==> src/rtl/inst_fetch_ctrl.sv <==
// Instruction fetch sequencer: owns the PC, addresses the instruction memory and
// registers each fetched word into a one-entry valid/ready stage feeding decode.
module inst_fetch_ctrl #(
  parameter int          MEM_BYTES = 32,
  parameter logic [31:0] RESET_PC  = 32'h0000_0000,
  parameter int          CNT_W     = 8
) (
  input  logic             clk,
  input  logic             reset,
  input  logic             fetch_en,
  output logic [31:0]      imem_pc,
  input  logic [31:0]      imem_instr,
  input  logic             redirect_valid,
  input  logic [31:0]      redirect_pc,
  output logic             out_valid,
  input  logic             out_ready,
  output logic [31:0]      out_instr,
  output logic [31:0]      out_pc,
  output logic             halted,
  output logic             misalign_err,
  output logic [CNT_W-1:0] fetch_count
);

  typedef enum logic [1:0] {IDLE, FETCH, HALT} state_t;

  localparam logic [32:0] MEM_LIMIT = 33'(MEM_BYTES);

  state_t      state_q;
  logic [31:0] pc_q;
  logic [31:0] redir_pc_al;
  logic [31:0] pc_inc;
  logic        redir_oob;
  logic        pc_inc_oob;
  logic        handshake;
  logic        stage_free;
  logic        capture;

  function automatic logic [CNT_W-1:0] sat_inc(input logic [CNT_W-1:0] v);
    return (&v) ? v : v + CNT_W'(1);
  endfunction

  assign imem_pc     = pc_q;
  assign redir_pc_al = {redirect_pc[31:2], 2'b00};
  // Compare in 33 bits so a target near the top of the address space cannot wrap.
  assign redir_oob   = {1'b0, redir_pc_al} >= MEM_LIMIT;
  assign pc_inc      = pc_q + 32'd4;
  assign pc_inc_oob  = ({1'b0, pc_q} + 33'd4) >= MEM_LIMIT;
  assign handshake   = out_valid & out_ready;
  assign stage_free  = ~out_valid | out_ready;
  assign capture     = (state_q == FETCH) & fetch_en & stage_free;
  assign halted      = (state_q == HALT);

  // Fetch / output stage: PC update, instruction capture, handshake accounting
  always_ff @(posedge clk) begin
    if (reset) begin
      state_q      <= IDLE;
      pc_q         <= RESET_PC;
      out_valid    <= 1'b0;
      out_instr    <= 32'h0;
      out_pc       <= 32'h0;
      misalign_err <= 1'b0;
      fetch_count  <= '0;
    end else if (redirect_valid) begin
      // Flush wins over any handshake in the same cycle, so nothing is counted.
      pc_q         <= redir_pc_al;
      out_valid    <= 1'b0;
      misalign_err <= |redirect_pc[1:0];
      if (redir_oob)     state_q <= HALT;
      else if (fetch_en) state_q <= FETCH;
      else               state_q <= IDLE;
    end else begin
      misalign_err <= 1'b0;
      if (handshake) fetch_count <= sat_inc(fetch_count);
      if (capture) begin
        out_instr <= imem_instr;
        out_pc    <= pc_q;
        out_valid <= 1'b1;
        pc_q      <= pc_inc;
        if (pc_inc_oob) state_q <= HALT;
      end else begin
        if (handshake) out_valid <= 1'b0;
        case (state_q)
          IDLE:    if (fetch_en)  state_q <= FETCH;
          FETCH:   if (!fetch_en) state_q <= IDLE;
          default: state_q <= state_q;
        endcase
      end
    end
  end

endmodule

==> config.mk <==
export PLATFORM = sky130hd
export DESIGN_NAME = inst_fetch_ctrl
export DESIGN_NICKNAME = d
export VERILOG_FILES = /design/src/rtl/inst_fetch_ctrl.sv
export SDC_FILE = /design/constraint.sdc
export NUM_CORES = 1
export LEC_CHECK = 0
export BUFFER_PORTS_ARGS = -buffer_cell sky130_fd_sc_hd__buf_2
export CAP_MARGIN = 20
export CELL_PAD_IN_SITES_DETAIL_PLACEMENT = 1
export CELL_PAD_IN_SITES_GLOBAL_PLACEMENT = 1
export CORE_MARGIN = 2
export CORE_UTILIZATION = 38
export CTS_CLUSTER_DIAMETER = 150
export CTS_CLUSTER_SIZE = 8
export DETAILED_ROUTE_END_ITERATION = 8
export PLACE_DENSITY_LB_ADDON = 0.05
export SETUP_SLACK_MARGIN = 0.15
export SLEW_MARGIN = 20
export SYNTH_ARGS = -nofsm -noshare
export SYNTH_HDL_FRONTEND = slang
export SYNTH_SLANG_ARGS = --single-unit
==> constraint.sdc <==
create_clock -name clk -period 6.48 [get_ports clk]
set_clock_uncertainty 0.2 [all_clocks]
set_input_delay 0.972 -clock clk [delete_from_list [all_inputs] [get_ports clk]]
set_output_delay 0.972 -clock clk [all_outputs]
set_load 0.005 [all_outputs]
## Word level (Yosys, flattened, before mapping)

Cells that the tools add are included.

- Register bits: 108
- Output and inout port bits: 107
- Logic and storage cells: 48

- Add/sub/neg operators: 3
- Order comparisons: 2
- Equality and inequality tests: 5
- Muxes and demuxes: 12
- Bitwise gates (word level): 7
- Reduce and logical (&&, ||, !) cells: 11

Operators by type and width:

| operator | count |
|---|---|
| $mux 32 | 2 |
| $add 32x3->33 const B | 1 |
| $ge 33x6->1 const B | 1 |
| $add 32x3->32 const B | 1 |
| $ge 32x6->1 const B | 1 |
| $mux 2 | 6 |
| $add 8x1->8 const B | 1 |
| $ne 4x4->1 const B | 2 |
| $reduce_and 8->1 | 1 |
| $reduce_or 2->1 | 3 |
| $pmux 2 s2 | 1 |
| $reduce_and 4->1 | 1 |
| $reduce_bool 2->1 | 2 |
| $reduce_bool 4->1 | 1 |
| $and 1x1->1 | 3 |
| $mux 1 | 3 |
| $ne 3x3->1 const B | 1 |
| $not 1->1 | 3 |
| $reduce_and 3->1 | 1 |
| $eq 2x1->1 const B | 1 |
| $eq 2x2->1 const B | 1 |
| $logic_not 2->1 | 1 |
| $reduce_and 2->1 | 1 |
| $or 1x1->1 | 1 |

## Depth between registers and ports, before layout

- Depth after elaboration: 5
- Mapped depth: 10
- Mapped depth without buffers: 8

## Least setup slack after synthesis

OpenSTA, ideal clock, no wires.

- Kind: input-to-reg
- Start: input port redirect_valid
- End: register state_q[1]
- Setup time: 0.130 ns
- Arrival: 2.503 ns
- Data required time: 6.150 ns
- Slack: 3.647 ns
- Stages: 7
- Buffers on the path: 1
- Path through: clkbuf_1 nor3_2 o21ai_0 a2111oi_2 o2111ai_1 o41ai_2 o31ai_1

- Longest elaborated chain between the ends: 2
- Elaborated cells between the ends (all ways): 6

RTL lines:

| what | line | text |
|---|---|---|
| start: declaration | 13 | `input logic redirect_valid,` |
| $ne 4x4->1 (no source line), or another cell as far along | -- |  |
| $reduce_and 4->1 (no source line) | -- |  |
| end signal: assignment | 85 | `default: state_q <= state_q;` |
| end: declaration | 28 | `state_t state_q;` |

Parallel ways exist; a longest one is shown, timed or not.
A chain may end at the register's enable or synchronous reset.

## Final worst setup path

- Start: input port fetch_en
- End: register state_q[1]

- Longest elaborated chain between the ends: 4
- Elaborated cells between the ends (all ways): 9

RTL lines:

| what | line | text |
|---|---|---|
| start: declaration | 10 | `input logic fetch_en,` |
| $and 1x1->1 (2 in series) | 50 | `assign capture = (state_q == FETCH) & fetch_en & stage_free;` |
| $ne 4x4->1 (no source line), or another cell as far along | -- |  |
| $reduce_and 4->1 (no source line) or $mux 2 (tied branches) | -- |  |

Parallel ways exist; a longest one is shown, timed or not.

==> results.md <==
- The flow ran to the end, and the final reports show no timing, DRC or antenna violations.
- The source of the worst hold timing path is out_instr[9].
- The nature of the critical path startpoint is a primary input.
- The final setup violation count is 0.
- In this run the worst path has a maximum fanout of 63.
- In this run the horizontal extent of the chip is 119 um.
- The maximum cell stage delay along the critical path is 530 ps.
- The H-tree was split into 3 levels.
- The number of flip-flops and latches in the synthesized netlist is 104.
- The synthesized area divided by synthesized cell count is 7.82 sq um.
- In the post-synthesis netlist, the biggest area contributors are sky130_fd_sc_hd__dfxtp_1, sky130_fd_sc_hd__nand2_1, sky130_fd_sc_hd__a21oi_1.
- The number of enable flip-flop cells after synthesis is 0.
- The proportion of layout cells with a drive suffix above 1 is 26.4%.
- The number of buffers and inverters on the critical path is 2.
- The total overflow left after global routing is 0.
- The headroom to the max-slew limit is 43.4%.
- The via count is 5032.
- Of the total power, the share spent switching nets is 25.2%.
- Including well taps, the total number of placed cells is 943.
- Walking the worst path, the cells encountered are buf_2 -> nand3b_1 -> nor3_4 -> buf_4 -> o21ai_0 -> a2111oi_2 -> o2111ai_1 -> o41ai_2 -> o31ai_1.
- From synthesis to final layout, the design area changed by 23.9%.
- The final critical path time including I/O delays and setup is 3370 ps.
- Static timing analysis puts the maximum clock frequency at 0.297 GHz.
- Setup repair after global routing left no endpoint under its margin.
- The leakage power total is 2.60 nW.
- The analysis attributes to net switching a power of 0.000346 W.
- In this run, the number of DRC markers left after iteration 0 of detailed routing was 272.
- Summed over all failing endpoints, the final setup total negative slack is 0 ps.
- The cell family contributing the most delay on the critical path is compound AO/OA/AOI/OAI gates.
- The number of port buffers is 171.
- Per report_power, the combinational group accounts for 10.0% of the total.
- The placement-stage cell area is 0.00593 sq mm.
- The first-pass detailed-route iteration total is 4.
- After technology mapping, the gate count stands at 645.
- The number of nets in the layout is 850.
- The vertical die dimension is 119 um.
- The fraction of registers with async set/reset is 0%.
- The critical path is of the primary input to flop type.
- After clock tree synthesis, the clock-pin slew on the worst setup and hold paths is 70 ps.
- The slowest cell on the critical path is sky130_fd_sc_hd__buf_4.
- In the final routed layout, each cell accounts on average for 16.3 um.
- The effective utilization at floorplan is 38.5%.
- Leaving out filler cells and counting taps, the final layout contains 959.
- The hold violation total from the final report came to 0.
- The finished cells cover 0.00625 sq mm.
- Cell internal power was estimated by the tool at 0.00103 W.
- The clock latency reported for the late side of the worst-skew pair is 350 ps.
- The most critical setup path has its startpoint at fetch_en.
- Across the VDD grid, the largest voltage drop is 114 uV.
- The number of different library cells used by synthesis comes to 56.
- The count of nets left with antenna violations once routing finished came out at 0.
- The total power density per cell area is 220 mW/mm^2.
- Counting along the longest clock path gives a buffer depth of 2.
- The synthesized cell area is 0.00504 sq mm.
- The startpoint identified for the worst register-to-register timing path is state_q[0].
- The filler cell count in the final layout is 1657.
- The worst hold path belongs to the class flop to flop.
- The Yosys step of the flow raised 0 warnings.
- The most used flip-flop cell after synthesis is sky130_fd_sc_hd__dfxtp_1.
- The core region is 0.0131 sq mm.
- The first-pass GRT wire length is 25.8 mm.
- In this run the core area contains 42 standard-cell rows.
- The final-report max-slew violation count came to 0.
- TritonCTS built the clock tree.
- The count of maximum capacitance violations is 0.
- In this run the biggest area consumer among cell types represents 41.3% of the synthesized area.
- The hold buffer count at CTS is 0.
- The DRC violation count after routing is 0.
- The portion of total power attributed to the clock network is 39.6%.
- At the end of routability-driven placement, the weighted congestion stood at 0.869.
- For the worst setup path, the data arrival time is 3400 ps.
- The global router's overall resource usage is 22.4%.
- The cell sitting at the root of the clock tree is a sky130_fd_sc_hd__clkbuf_16.
- The via count of the first global-routing pass is 5143.
- The top cell type by total area after synthesis is sky130_fd_sc_hd__dfxtp_1.
- The number of antenna violations at the first check in global routing is 0.
- Data on the critical path is required at its endpoint by 6510 ps.
- Entering global routing, the biggest net connects 106 pins.
- In this run the count of I/O pins placed on the die edge is 176.
- The HPWL after detailed placement is 11.2 mm.
- The clock drives 104 sinks.
- The post-CTS setup buffer count is 0.
- For this block, the routed nets add up to 15.7 mm of wire.
- At the pin with the least slew margin, the transition time is 847 ps.
- The die covers 0.0142 sq mm.
- The number of resized instances in the post-cts repair step is 0.
- TritonCTS created 9 clock buffers.
- After layout, the worst path uses 52.0% of the clock period.
- The element type at the critical path end is a flop.
- In this run, flip-flops and latches consume 50.4% of the power.
- The vias per cell is 5.25.
- For this run, the register share of the synthesized area comes to 41.3%.
- The antenna diode instance count is 0.
[logic make-up (layout without fill, tap and decap cells)]
family / after synthesis / count (layout) / share of synthesized area [%]
other cells: 1 / 4 / 0.0744
xor+xnor: 42 / 42 / 7.30
buf+inv: 60 / 195 / 5.41
flops: 104 / 104 / 41.3
compound gates: 118 / 118 / 13.9
simple gates: 308 / 308 / 29.5
fa+ha+maj: 2 / 2 / 0.496
mux: 10 / 10 / 2.01
[synth_stat cells, types with 2 or more instances]
library cell and number:
sky130_fd_sc_hd__nor3_1 9, sky130_fd_sc_hd__nand2_1 160, sky130_fd_sc_hd__clkbuf_1 39, sky130_fd_sc_hd__or3_1 4
sky130_fd_sc_hd__dfxtp_1 104, sky130_fd_sc_hd__o21ai_0 7, sky130_fd_sc_hd__a31oi_1 2, sky130_fd_sc_hd__nand2b_1 2
sky130_fd_sc_hd__a21oi_1 79, sky130_fd_sc_hd__o22ai_1 2, sky130_fd_sc_hd__nor2_1 47, sky130_fd_sc_hd__a211oi_1 13
sky130_fd_sc_hd__o211a_1 2, sky130_fd_sc_hd__nand3_1 16, sky130_fd_sc_hd__buf_4 9, sky130_fd_sc_hd__xnor2_1 24
sky130_fd_sc_hd__mux2i_1 9, sky130_fd_sc_hd__a311oi_1 2, sky130_fd_sc_hd__and3_1 5, sky130_fd_sc_hd__nand4_1 23
sky130_fd_sc_hd__o31ai_1 2, sky130_fd_sc_hd__nor4_4 2, sky130_fd_sc_hd__ha_1 2, sky130_fd_sc_hd__nor4_1 11
sky130_fd_sc_hd__and2_1 8, sky130_fd_sc_hd__inv_1 4, sky130_fd_sc_hd__buf_2 5, sky130_fd_sc_hd__nor4_2 3
sky130_fd_sc_hd__and4_1 6, sky130_fd_sc_hd__xor2_1 18
[state kept, by name, indices dropped and copies added, names as in the netlist]
register / flops
state_q: 2
out_valid: 1
out_instr: 32
out_pc: 30
imem_pc: 30
misalign_err: 1
fetch_count: 8
[path summary, 6_finish.rpt]
check	to	slack, ps	cells after the start
setup / recovery	state_q[1]	3110	9
hold / removal	out_instr[9]	250	2
setup reg to reg	state_q[1]	3380	8
hold reg to reg	out_instr[9]	250	2
[power groups by stage]
stage	sequential, W	clock [W]	combinational [W]
finish	0.000692	0.000544	0.000138
global route	0.000696	0.000583	0.000154
CTS	0.000692	0.000558	0.000137
detailed placement	0.000707	0	0.000136
global placement	0.000706	0	0.000132
floorplan	0.000689	0	0.0000903
[layer usage]
| metal | global-route usage, % | vias up | share of wire [%] |
|---|---|---|---|
| met5 | 0 | - | 0 |
| met4 | 8.41 | 0 | 1.7 |
| met3 | 3.83 | 18 | 4.7 |
| met2 | 37.3 | 121 | 47 |
| met1 | 29.1 | 2427 | 46 |
| li1 | - | 2466 | - |
[worst register-to-register path: cells and delay by family (launching register included)]
kind / cells / cell delay, ps
AO/OA/AOI/OAI: 5 / 1410
buffers and inverters: 1 / 530
flip-flops: 1 / 430
AND/OR/NAND/NOR: 2 / 410
[placed cells by master, fill, tap and decap left out, types with 3 or more instances in the layout]
cell                        instances
sky130_fd_sc_hd__nand2_1          159
sky130_fd_sc_hd__and3_1             5
sky130_fd_sc_hd__inv_1              4
sky130_fd_sc_hd__a21oi_1           79
sky130_fd_sc_hd__a211oi_1          13
sky130_fd_sc_hd__nor4_1            11
sky130_fd_sc_hd__nand3_1           16
sky130_fd_sc_hd__conb_1             4
sky130_fd_sc_hd__buf_4              3
sky130_fd_sc_hd__dfxtp_1          104
sky130_fd_sc_hd__clkbuf_16          9
sky130_fd_sc_hd__nor2_1            47
sky130_fd_sc_hd__or3_1              4
sky130_fd_sc_hd__buf_2            170
sky130_fd_sc_hd__xnor2_1           24
sky130_fd_sc_hd__o21ai_0            7
sky130_fd_sc_hd__mux2i_1            9
sky130_fd_sc_hd__nand4_1           23
sky130_fd_sc_hd__and2_1             8
sky130_fd_sc_hd__nor4_2             3
sky130_fd_sc_hd__nor3_1             9
sky130_fd_sc_hd__xor2_1            18
sky130_fd_sc_hd__and4_1             6
[stage by stage]
step / util (%) / setup slack, ps / hold WS (ps) / power [W]
finish: 47.7 / 3110 / 252 / 0.00137
global route: 47.7 / 2870 / 272 / 0.00143
CTS: 47.5 / 3030 / 255 / 0.00139
detailed placement: 45.3 / 2660 / 245 / 0.000843
global placement: 45.1 / 2750 / 238 / 0.000837
floorplan: - / 3650 / 253 / 0.000779
[cell type report]
type | instances | area (sq um) | share of cell area [%]
Multi-Input combinational cell | 484 | 2710 | 43.3
Sequential cell | 104 | 2080 | 33.3
Timing Repair Buffer | 175 | 928 | 14.9
Clock buffer | 12 | 246 | 3.95
Tap cell | 176 | 220 | 3.53
Clock inverter | 3 | 42.5 | 0.681
Inverter | 5 | 18.8 | 0.300
No activity file was read; power rests on OpenSTA's default activity.
